==> config.mk <==
export PLATFORM = sky130hd
export DESIGN_NAME = mono_rx_fifo_arbiter
export DESIGN_NICKNAME = d
export VERILOG_FILES = /design/src/rtl/mono_rx_fifo_arbiter.sv
export SDC_FILE = /design/constraint.sdc
export NUM_CORES = 1
export LEC_CHECK = 0
export ABC_AREA = 0
export ABC_CLOCK_PERIOD_IN_PS = 3020
export CAP_MARGIN = 10
export CORE_MARGIN = 2
export CORE_UTILIZATION = 41
export DETAILED_ROUTE_END_ITERATION = 8
export GPL_TIMING_DRIVEN = 0
export PLACE_DENSITY_LB_ADDON = 0.1
export SYNTH_ARGS = -nofsm -noshare
export SYNTH_HDL_FRONTEND = slang
export SYNTH_SLANG_ARGS = --single-unit
export TNS_END_PERCENT = 30
==> constraint.sdc <==
create_clock -name BUS_CLK -period 3.02 [get_ports BUS_CLK]
set_clock_uncertainty 0.15 [all_clocks]
set_input_delay 0.604 -clock BUS_CLK [delete_from_list [all_inputs] [get_ports BUS_CLK]]
set_output_delay 0.604 -clock BUS_CLK [all_outputs]
set_load 0.01 [all_outputs]
==> src/rtl/mono_rx_fifo_arbiter.sv <==
// mono_rx_fifo_arbiter
//   Merges the 32-bit word streams of N_SRC first-word-fall-through receiver
//   FIFOs into one FIFO-style output stream. Sources are served round-robin.
//   A grant is held for a whole hit group of GROUP_LEN words, so groups are
//   never interleaved. A group whose source stays empty for TIMEOUT cycles
//   (with room downstream) is abandoned and counted in ABORT_CNT.
//
// Ports
//   BUS_CLK    clock
//   RST        synchronous reset, active-high
//   SRC_EN     per-source enable, looked at only while arbitrating
//   SRC_EMPTY  per-source FIFO empty flags
//   SRC_READ   per-source pop strobes (combinational, at most one bit high)
//   SRC_DATA   per-source head words, source i at [32*i+31:32*i]
//   OUT_READ   downstream pop
//   OUT_EMPTY  output register holds no valid word
//   OUT_DATA   output word
//   GRANT_ID   index of the granted source (debug)
//   BUSY       high while a group is being transferred
//   ABORT_CNT  saturating count of groups truncated by timeout
module mono_rx_fifo_arbiter #(
  parameter int N_SRC     = 4,
  parameter int GROUP_LEN = 3,
  parameter int TIMEOUT   = 255
) (
  input  logic                 BUS_CLK,
  input  logic                 RST,
  input  logic [N_SRC-1:0]     SRC_EN,
  input  logic [N_SRC-1:0]     SRC_EMPTY,
  output logic [N_SRC-1:0]     SRC_READ,
  input  logic [32*N_SRC-1:0]  SRC_DATA,
  input  logic                 OUT_READ,
  output logic                 OUT_EMPTY,
  output logic [31:0]          OUT_DATA,
  output logic [3:0]           GRANT_ID,
  output logic                 BUSY,
  output logic [7:0]           ABORT_CNT
);

  localparam int PTR_W = (N_SRC > 1) ? $clog2(N_SRC) : 1;

  typedef enum logic {ARB, XFER} state_e;

  state_e             state_q, state_d;
  logic [PTR_W-1:0]   rr_ptr_q, rr_ptr_d;
  logic [PTR_W-1:0]   grant_q, grant_d;
  logic [3:0]         word_cnt_q, word_cnt_d;
  logic [15:0]        idle_cnt_q, idle_cnt_d;
  logic               out_valid_q, out_valid_d;
  logic [31:0]        out_data_q, out_data_d;
  logic [7:0]         abort_cnt_q, abort_cnt_d;

  logic [N_SRC-1:0]   req;
  logic               load_ok;
  logic               pop;
  logic [31:0]        grant_word;
  logic [PTR_W-1:0]   grant_next;

  // First requesting source at or above start, wrapping at N_SRC.
  function automatic logic [PTR_W-1:0] rr_pick(input logic [N_SRC-1:0] r,
                                                input logic [PTR_W-1:0] start);
    logic [PTR_W-1:0] idx;
    logic [PTR_W-1:0] pick;
    logic             found;
    idx   = start;
    pick  = start;
    found = 1'b0;
    for (int i = 0; i < N_SRC; i++) begin
      if (!found && r[idx]) begin
        pick  = idx;
        found = 1'b1;
      end
      idx = (idx == PTR_W'(N_SRC - 1)) ? '0 : idx + PTR_W'(1);
    end
    return pick;
  endfunction

  assign req        = SRC_EN & ~SRC_EMPTY;
  assign load_ok    = !out_valid_q || OUT_READ;
  assign grant_word = SRC_DATA[{grant_q, 5'd0} +: 32];
  assign pop        = (state_q == XFER) && load_ok && !SRC_EMPTY[grant_q];
  assign grant_next = (grant_q == PTR_W'(N_SRC - 1)) ? '0 : grant_q + PTR_W'(1);

  // NOTE: every signal written here gets its default first, so no path
  // through the block leaves a value unassigned and no latch is inferred.
  always_comb begin
    state_d     = state_q;
    rr_ptr_d    = rr_ptr_q;
    grant_d     = grant_q;
    word_cnt_d  = word_cnt_q;
    idle_cnt_d  = idle_cnt_q;
    out_valid_d = out_valid_q;
    out_data_d  = out_data_q;
    abort_cnt_d = abort_cnt_q;
    SRC_READ    = '0;

    // Output register: a pop refills it (even when drained in the same
    // cycle); otherwise a downstream read empties it.
    if (pop) begin
      SRC_READ[grant_q] = 1'b1;
      out_valid_d       = 1'b1;
      out_data_d        = grant_word;
    end else if (OUT_READ) begin
      out_valid_d = 1'b0;
    end

    case (state_q)
      ARB: begin
        if (|req) begin
          grant_d    = rr_pick(req, rr_ptr_q);
          word_cnt_d = '0;
          idle_cnt_d = '0;
          state_d    = XFER;
        end
      end
      XFER: begin
        if (pop) begin
          word_cnt_d = word_cnt_q + 4'd1;
          idle_cnt_d = '0;
          if (word_cnt_q == 4'(GROUP_LEN - 1)) begin
            rr_ptr_d = grant_next;
            state_d  = ARB;
          end
        end else if (load_ok) begin
          // Room downstream but no pop: the granted source is empty. A
          // downstream stall never lands here, so it cannot cause an abort.
          if (idle_cnt_q == 16'(TIMEOUT - 1)) begin
            if (abort_cnt_q != 8'hFF) begin
              abort_cnt_d = abort_cnt_q + 8'd1;
            end
            rr_ptr_d = grant_next;
            state_d  = ARB;
          end else begin
            idle_cnt_d = idle_cnt_q + 16'd1;
          end
        end
      end
      default: state_d = ARB;
    endcase
  end

  // NOTE: sequential state uses non-blocking assignments so every register
  // samples the pre-edge values, independent of statement order.
  always_ff @(posedge BUS_CLK) begin
    if (RST) begin
      state_q     <= ARB;
      rr_ptr_q    <= '0;
      grant_q     <= '0;
      word_cnt_q  <= '0;
      idle_cnt_q  <= '0;
      out_valid_q <= 1'b0;
      out_data_q  <= '0;
      abort_cnt_q <= '0;
    end else begin
      state_q     <= state_d;
      rr_ptr_q    <= rr_ptr_d;
      grant_q     <= grant_d;
      word_cnt_q  <= word_cnt_d;
      idle_cnt_q  <= idle_cnt_d;
      out_valid_q <= out_valid_d;
      out_data_q  <= out_data_d;
      abort_cnt_q <= abort_cnt_d;
    end
  end

  assign OUT_EMPTY = !out_valid_q;
  assign OUT_DATA  = out_data_q;
  assign GRANT_ID  = 4'(grant_q);
  assign BUSY      = (state_q == XFER);
  assign ABORT_CNT = abort_cnt_q;

endmodule
* Yosys cells after proc, flatten, opt, wreduce, memory -nomap -nowiden
Index checks and enable logic that the tools add are counted.
Word-level totals: input bits 139, bits in registers 66, output and inout bits 50, word-level logic and storage cells 108
Cells by class: bitwise operators 4, reductions and logical operators 21, magnitude comparators 6, multiplexer cells 49, add/sub/neg operators 7, shifts and indexed selects 1, equality and inequality tests 12
Operator list (count):
- indexed part select 128 x 8 -> 32 bit | 1
- two-way mux 16 bit | 4
- one-hot mux 16 bit (2 select lines) | 1
- two-way mux 1 bit | 22
- two-way mux 2 bit | 11
- adder 16 x 1 -> 16 bit, second input constant | 1
- == test 16 x 8 -> 1 bit, second input constant | 1
- less-than comparator 2 x 3 -> 1 bit, second input constant | 5
- two-way mux 4 bit | 3
- binary-select mux 1 bit (select 2 bit) | 5
- adder 2 x 1 -> 2 bit, second input constant | 4
- adder 8 x 1 -> 8 bit, second input constant | 1
- == test 2 bit, second input constant | 4
- != test 8 bit, second input constant | 1
- one-hot mux 4 bit (2 select lines) | 1
- logical AND 1 bit | 6
- nonzero test 2 bit | 3
- logical NOT 1 bit | 5
- AND reduction 5 bit | 1
- adder 4 x 1 -> 4 bit, second input constant | 1
- AND 4 bit | 1
- == test 4 x 2 -> 1 bit, second input constant | 1
- != test 2 x 1 -> 1 bit, second input constant | 2
- NOT 4 bit | 1
- 12 further kinds | 14

* Longest topological paths before layout
Gate-level depths: netlist of run 1.
depth after elaboration 20, mapped depth 9, gate-level depth less buffers 8

* Worst setup path after synthesis of run 1
No wires, ideal clock.
path type reg-to-output, start point register grant_q[0], end point output port SRC_READ[0], cell stages (with the launch flop) 6, buffers on the path 2, arrival time 1.754 ns, setup slack 0.512 ns, required time 2.266 ns, cells stage by stage dfxtp_1 -> buf_6 -> mux4_2 -> nor2_1 -> clkbuf_1 -> and2_1
Between the ends: cells in the longest elaborated chain, start to end 5, elaborated cells on any way between the ends 10, classes of those cells order compare: 2; mux: 5; reduce/logical: 3
Ends and longest elaborated chain:
- start: declaration | line 46 | logic [PTR_W-1:0] grant_q, grant_d;
- start signal: assignment | line 157 | grant_q <= grant_d;
- less-than comparator 2 x 3 -> 1 bit (implied by the code), or another cell as far along | line 100 | SRC_READ[grant_q] = 1'b1;
- logical AND 1 bit (implied by the code) / two-way mux 1 bit (equally long branches) | line 100, 81
- two-way mux 1 bit (implied by the code) / logical NOT 1 bit (equally long branches) | line 100, 81
- demux 1 bit (select 2 bit) / logical AND 1 bit (equally long branches) | line 100, 81
- two-way mux 4 bit * | line 99 | if (pop) begin
- end: declaration | line 30 | output logic [N_SRC-1:0] SRC_READ,
Mark *: on every way between the ends. The rest lies on a longest branch, timed or not. The select of a mux whose other input is x is not followed.

* Worst setup path after layout of run 1
start point input port SRC_EMPTY[0], end point output port SRC_READ[1]
Between the ends: cells in the longest elaborated chain, start to end 5
Ends and longest elaborated chain:
- start: declaration | line 29 | input logic [N_SRC-1:0] SRC_EMPTY,
- binary-select mux 1 bit (select 2 bit) | line 81 | assign pop = (state_q == XFER) && load_ok && !SRC_EMPTY[grant_q];
- two-way mux 1 bit (implied by the code) | line 81
- logical NOT 1 bit | line 81
- logical AND 1 bit | line 81
- two-way mux 4 bit | line 99
Every way passes these cells. The select of a mux whose other input is x is not followed.

==> metrics.md, run 1 <==
| Metric | Value |
|---|---|
| Fin Setup TNS | `0 ps` |
| RSZ-0062 raised after global routing | `false` |
| Routed via count | `between 4000 and 5000` |
| Clk Latency, worst-skew pair | `340 ps` |
| GRT overflow | `0` |
| Via/cell ratio | `5.26` |
| Warnings from Yosys | `0` |
| Post-synth top cells | `nand2_1 (80), dfxtp_1 (66), nor2_1 (38), a21oi_1 (37), mux4_2 (32)` |
| Post-Route WL | `~13000 um` |
| Core area | `9280 um^2` |
| Critical path peak fanout | `10` |
| Least-Margin Pin Slew | `864 ps` |
| Layout cell share with drive strength beyond 1 | `about an eighth` |
| Post-synthesis cell type with the largest combined area | `dfxtp_1` |
| Die width | `102 um` |
| Top-count cell post-synth | `nand2_1` |
| HPWL Detailed | `10100 um` |
| Die ar. | `between 10000 and 15000 um^2` |
| Root buffer cell | `clkbuf_8` |
| Outcome | `completed` |
| Htree depth | `3` |
| Antenna Nets Post-Route | `0` |
| Final #Nets | `780` |
| Type of origin of the critical path | `input pin` |
| Yosys reg bits | `66` |
| Initial antenna violation count | `0` |
| Avg Synthesized Cell Area | `roughly 9.2 um^2` |
| Achievable clock frequency | `between 300 and 400 MHz` |
| Crit path DAT | `between 2000 and 2500 ps` |
| Layout area overhead | `57.8%` |
| WL/cell | `approximately 16 um` |
| 1st-iter DRT viols | `179` |
| Largest net degree at the start of global routing | `12` |
| Tot GR Track Use | `24.1%` |
| Antenna cells | `0` |
| Worst rel slew slack | `a little over two fifths` |
| Gpl congestion | `~0.94` |
| CTS Buffer Depth | `2` |
| Num rows | `35` |
| Mapped cell area | `between 3000 and 4000 um^2` |
| First-pass GRT wire length | `slightly below 20000 um` |
| CTS Hold Bufs | `0` |
| Ratio of final minimum period to clock period | `98.0%` |
| Hold depth | `2` |
| Tmin final | `~3000 ps` |
| Synth async-reset ratio | `0%` |
| Reg clk slew, reported paths | `~60 ps` |
| Clk sinks | `66` |
| Number of global-route vias before repair | `about 3900` |
| EDFF count, synth | `0` |
| Crit Path Class | `input pin to output pin` |
| Main synth FF type | `dfxtp_1` |
| Main area contributors after synthesis | `dfxtp_1 (33%), mux4_2 (18%), nand2_1 (7.6%)` |
| DRC violations left | `0` |
| Setup violators final | `0` |
| Seq/Total Area, Yosys | `33.5%` |
| Cell area power density | `379 nW/um^2` |
| Starting density of the core | `between 40% and 50%` |
| DR pass1 iterations | `6` |
| CTS tree | `done` |
| R2R cell count | `7` |
| Final Total Pwr | `2.36 mW` |
| Final hold violations | `0` |
| Final Slew Violations | `0` |
| Syn Inst Count | `between 400 and 500` |
| Io pins | `~190` |
| Crit. End Element | `output pin` |
| IO Port Bufs | `around 190` |
| Leak pwr | `2.17 nW` |
| Worst vdd ir | `between 0.2 and 0.3 mV` |
| Die H | `~100 um` |
| Hold WC Path Type | `flip-flop to flip-flop` |
| TritonCTS buffer count | `9` |
| Top-area cell type share of the netlist area | `between 30% and 40%` |
| Post-synth cell types | `48` |
| Max-Cap Viols | `0` |
| WP data required | `roughly 2300 ps` |
==> cell families after synthesis <==
kind of cell | share of synthesized area, %
xor+xnor | 5.33
fa+ha+maj | 3.17
simple gates | 19.9
mux | 20.1
compound gates | 13.8
other cells | 0.0950
buf+inv | 4.09
flops | 33.5
==> report_power, final <==
part           internal, mW  switching [mW]
sequential            0.907          0.0257
clock                 0.485           0.334
combinational         0.359           0.248
total                  1.75           0.608
==> path summary, 6_finish.rpt <==
| path | endpoint | start | slack, ps |
|---|---|---|---|
| worst max-delay path | SRC_READ[1] | SRC_EMPTY[0] | 60 |
| worst min-delay path | OUT_DATA[8]$_SDFFE_PP0P_ | OUT_DATA[8]$_SDFFE_PP0P_ | 310 |
| worst max register to register | rr_ptr_q[0]$_SDFFE_PP0P_ | grant_q[0]$_SDFFE_PP0P_ | 370 |
| worst min register to register | OUT_DATA[8]$_SDFFE_PP0P_ | OUT_DATA[8]$_SDFFE_PP0P_ | 310 |
==> timing repair <==
action                                  4_1_cts  5_1_grt
gates resized for setup                      22        4
pin swaps                                     1        1
endpoints found under the setup margin        4        2
buffers inserted                              2        1
==> cell usage in the layout (no fill, tap or decap), types with 10 or more instances in the layout <==
master           netlist  routed
a21oi_1               37      37
buf_2                  6      10
clkbuf_1              18      16
clkbuf_8               0      10
clkdlybuf4s50_1        0     181
dfxtp_1               66      66
ha_1                  10      10
mux4_2                32      32
nand2_1               80      80
nor2_1                38      37
nor3_1                13      13
o211ai_1              10      10
o21ai_0               16      16
xor2_1                15      15
==> metrics by stage <==
| stage | hold WS, ps | instances | utilization [%] | area (um^2) | worst slack [ps] |
|---|---|---|---|---|---|
| 2_1_floorplan | 329 | 431 | - | 3950 | 512 |
| 3_3_place_gp | 292 | 746 | 64.3 | 5970 | -639 |
| 3_5_place_dp | 299 | 746 | 64.3 | 5970 | -667 |
| 4_1_cts | 307 | 764 | 66.9 | 6210 | 1.37 |
| 5_1_grt | 320 | 765 | 67.1 | 6230 | 2.57 |
| 6_report | 306 | 765 | 67.1 | 6230 | 60.9 |
==> layer usage <==
layer  vias to the layer above  track usage, %  share of wire, %
met4                         0            7.69               1.5
met1                      1912            27.5                38
met2                       133            42.4                53
met5                         -               0                 0
li1                       1958               -                 -
met3                        18            8.28               8.1
==> final cells by class <==
type | count | area (um^2)
buffer | 30 | 150
clock buffer | 11 | 141
clock inverter | 5 | 77.6
fill | 766 | 3060
inverter | 7 | 26.3
multi-input combinational | 328 | 2470
sequential | 66 | 1320
tap | 129 | 161
timing repair buffer | 189 | 1870
==> sequential cells by signal, indices dropped and copies added (netlist names) <==
register	flops
OUT_DATA	32
word_cnt_q	4
out_valid_q	1
grant_q	2
rr_ptr_q	2
idle_cnt_q	16
BUSY	1
ABORT_CNT	8
==> worst max-delay path, stage by stage <==
cell and delay, ps:
clkdlybuf4s50_1 450, mux4_2 530, nor2_4 130, buf_8 130
and2_1 120, clkdlybuf4s15_2 230
No activity file was read; power rests on OpenSTA's default activity.
==> run 2: changes to the inputs <==
--- a/config.mk
+++ b/config.mk
@@ -10,6 +10,7 @@
 export CAP_MARGIN = 10
 export CORE_MARGIN = 2
 export CORE_UTILIZATION = 41
+export CTS_CLUSTER_SIZE = 25
 export DETAILED_ROUTE_END_ITERATION = 8
 export GPL_TIMING_DRIVEN = 0
 export PLACE_DENSITY_LB_ADDON = 0.1
==> results of run 2 <==
Final layout, timing and power as in run 1 (identical DEF).
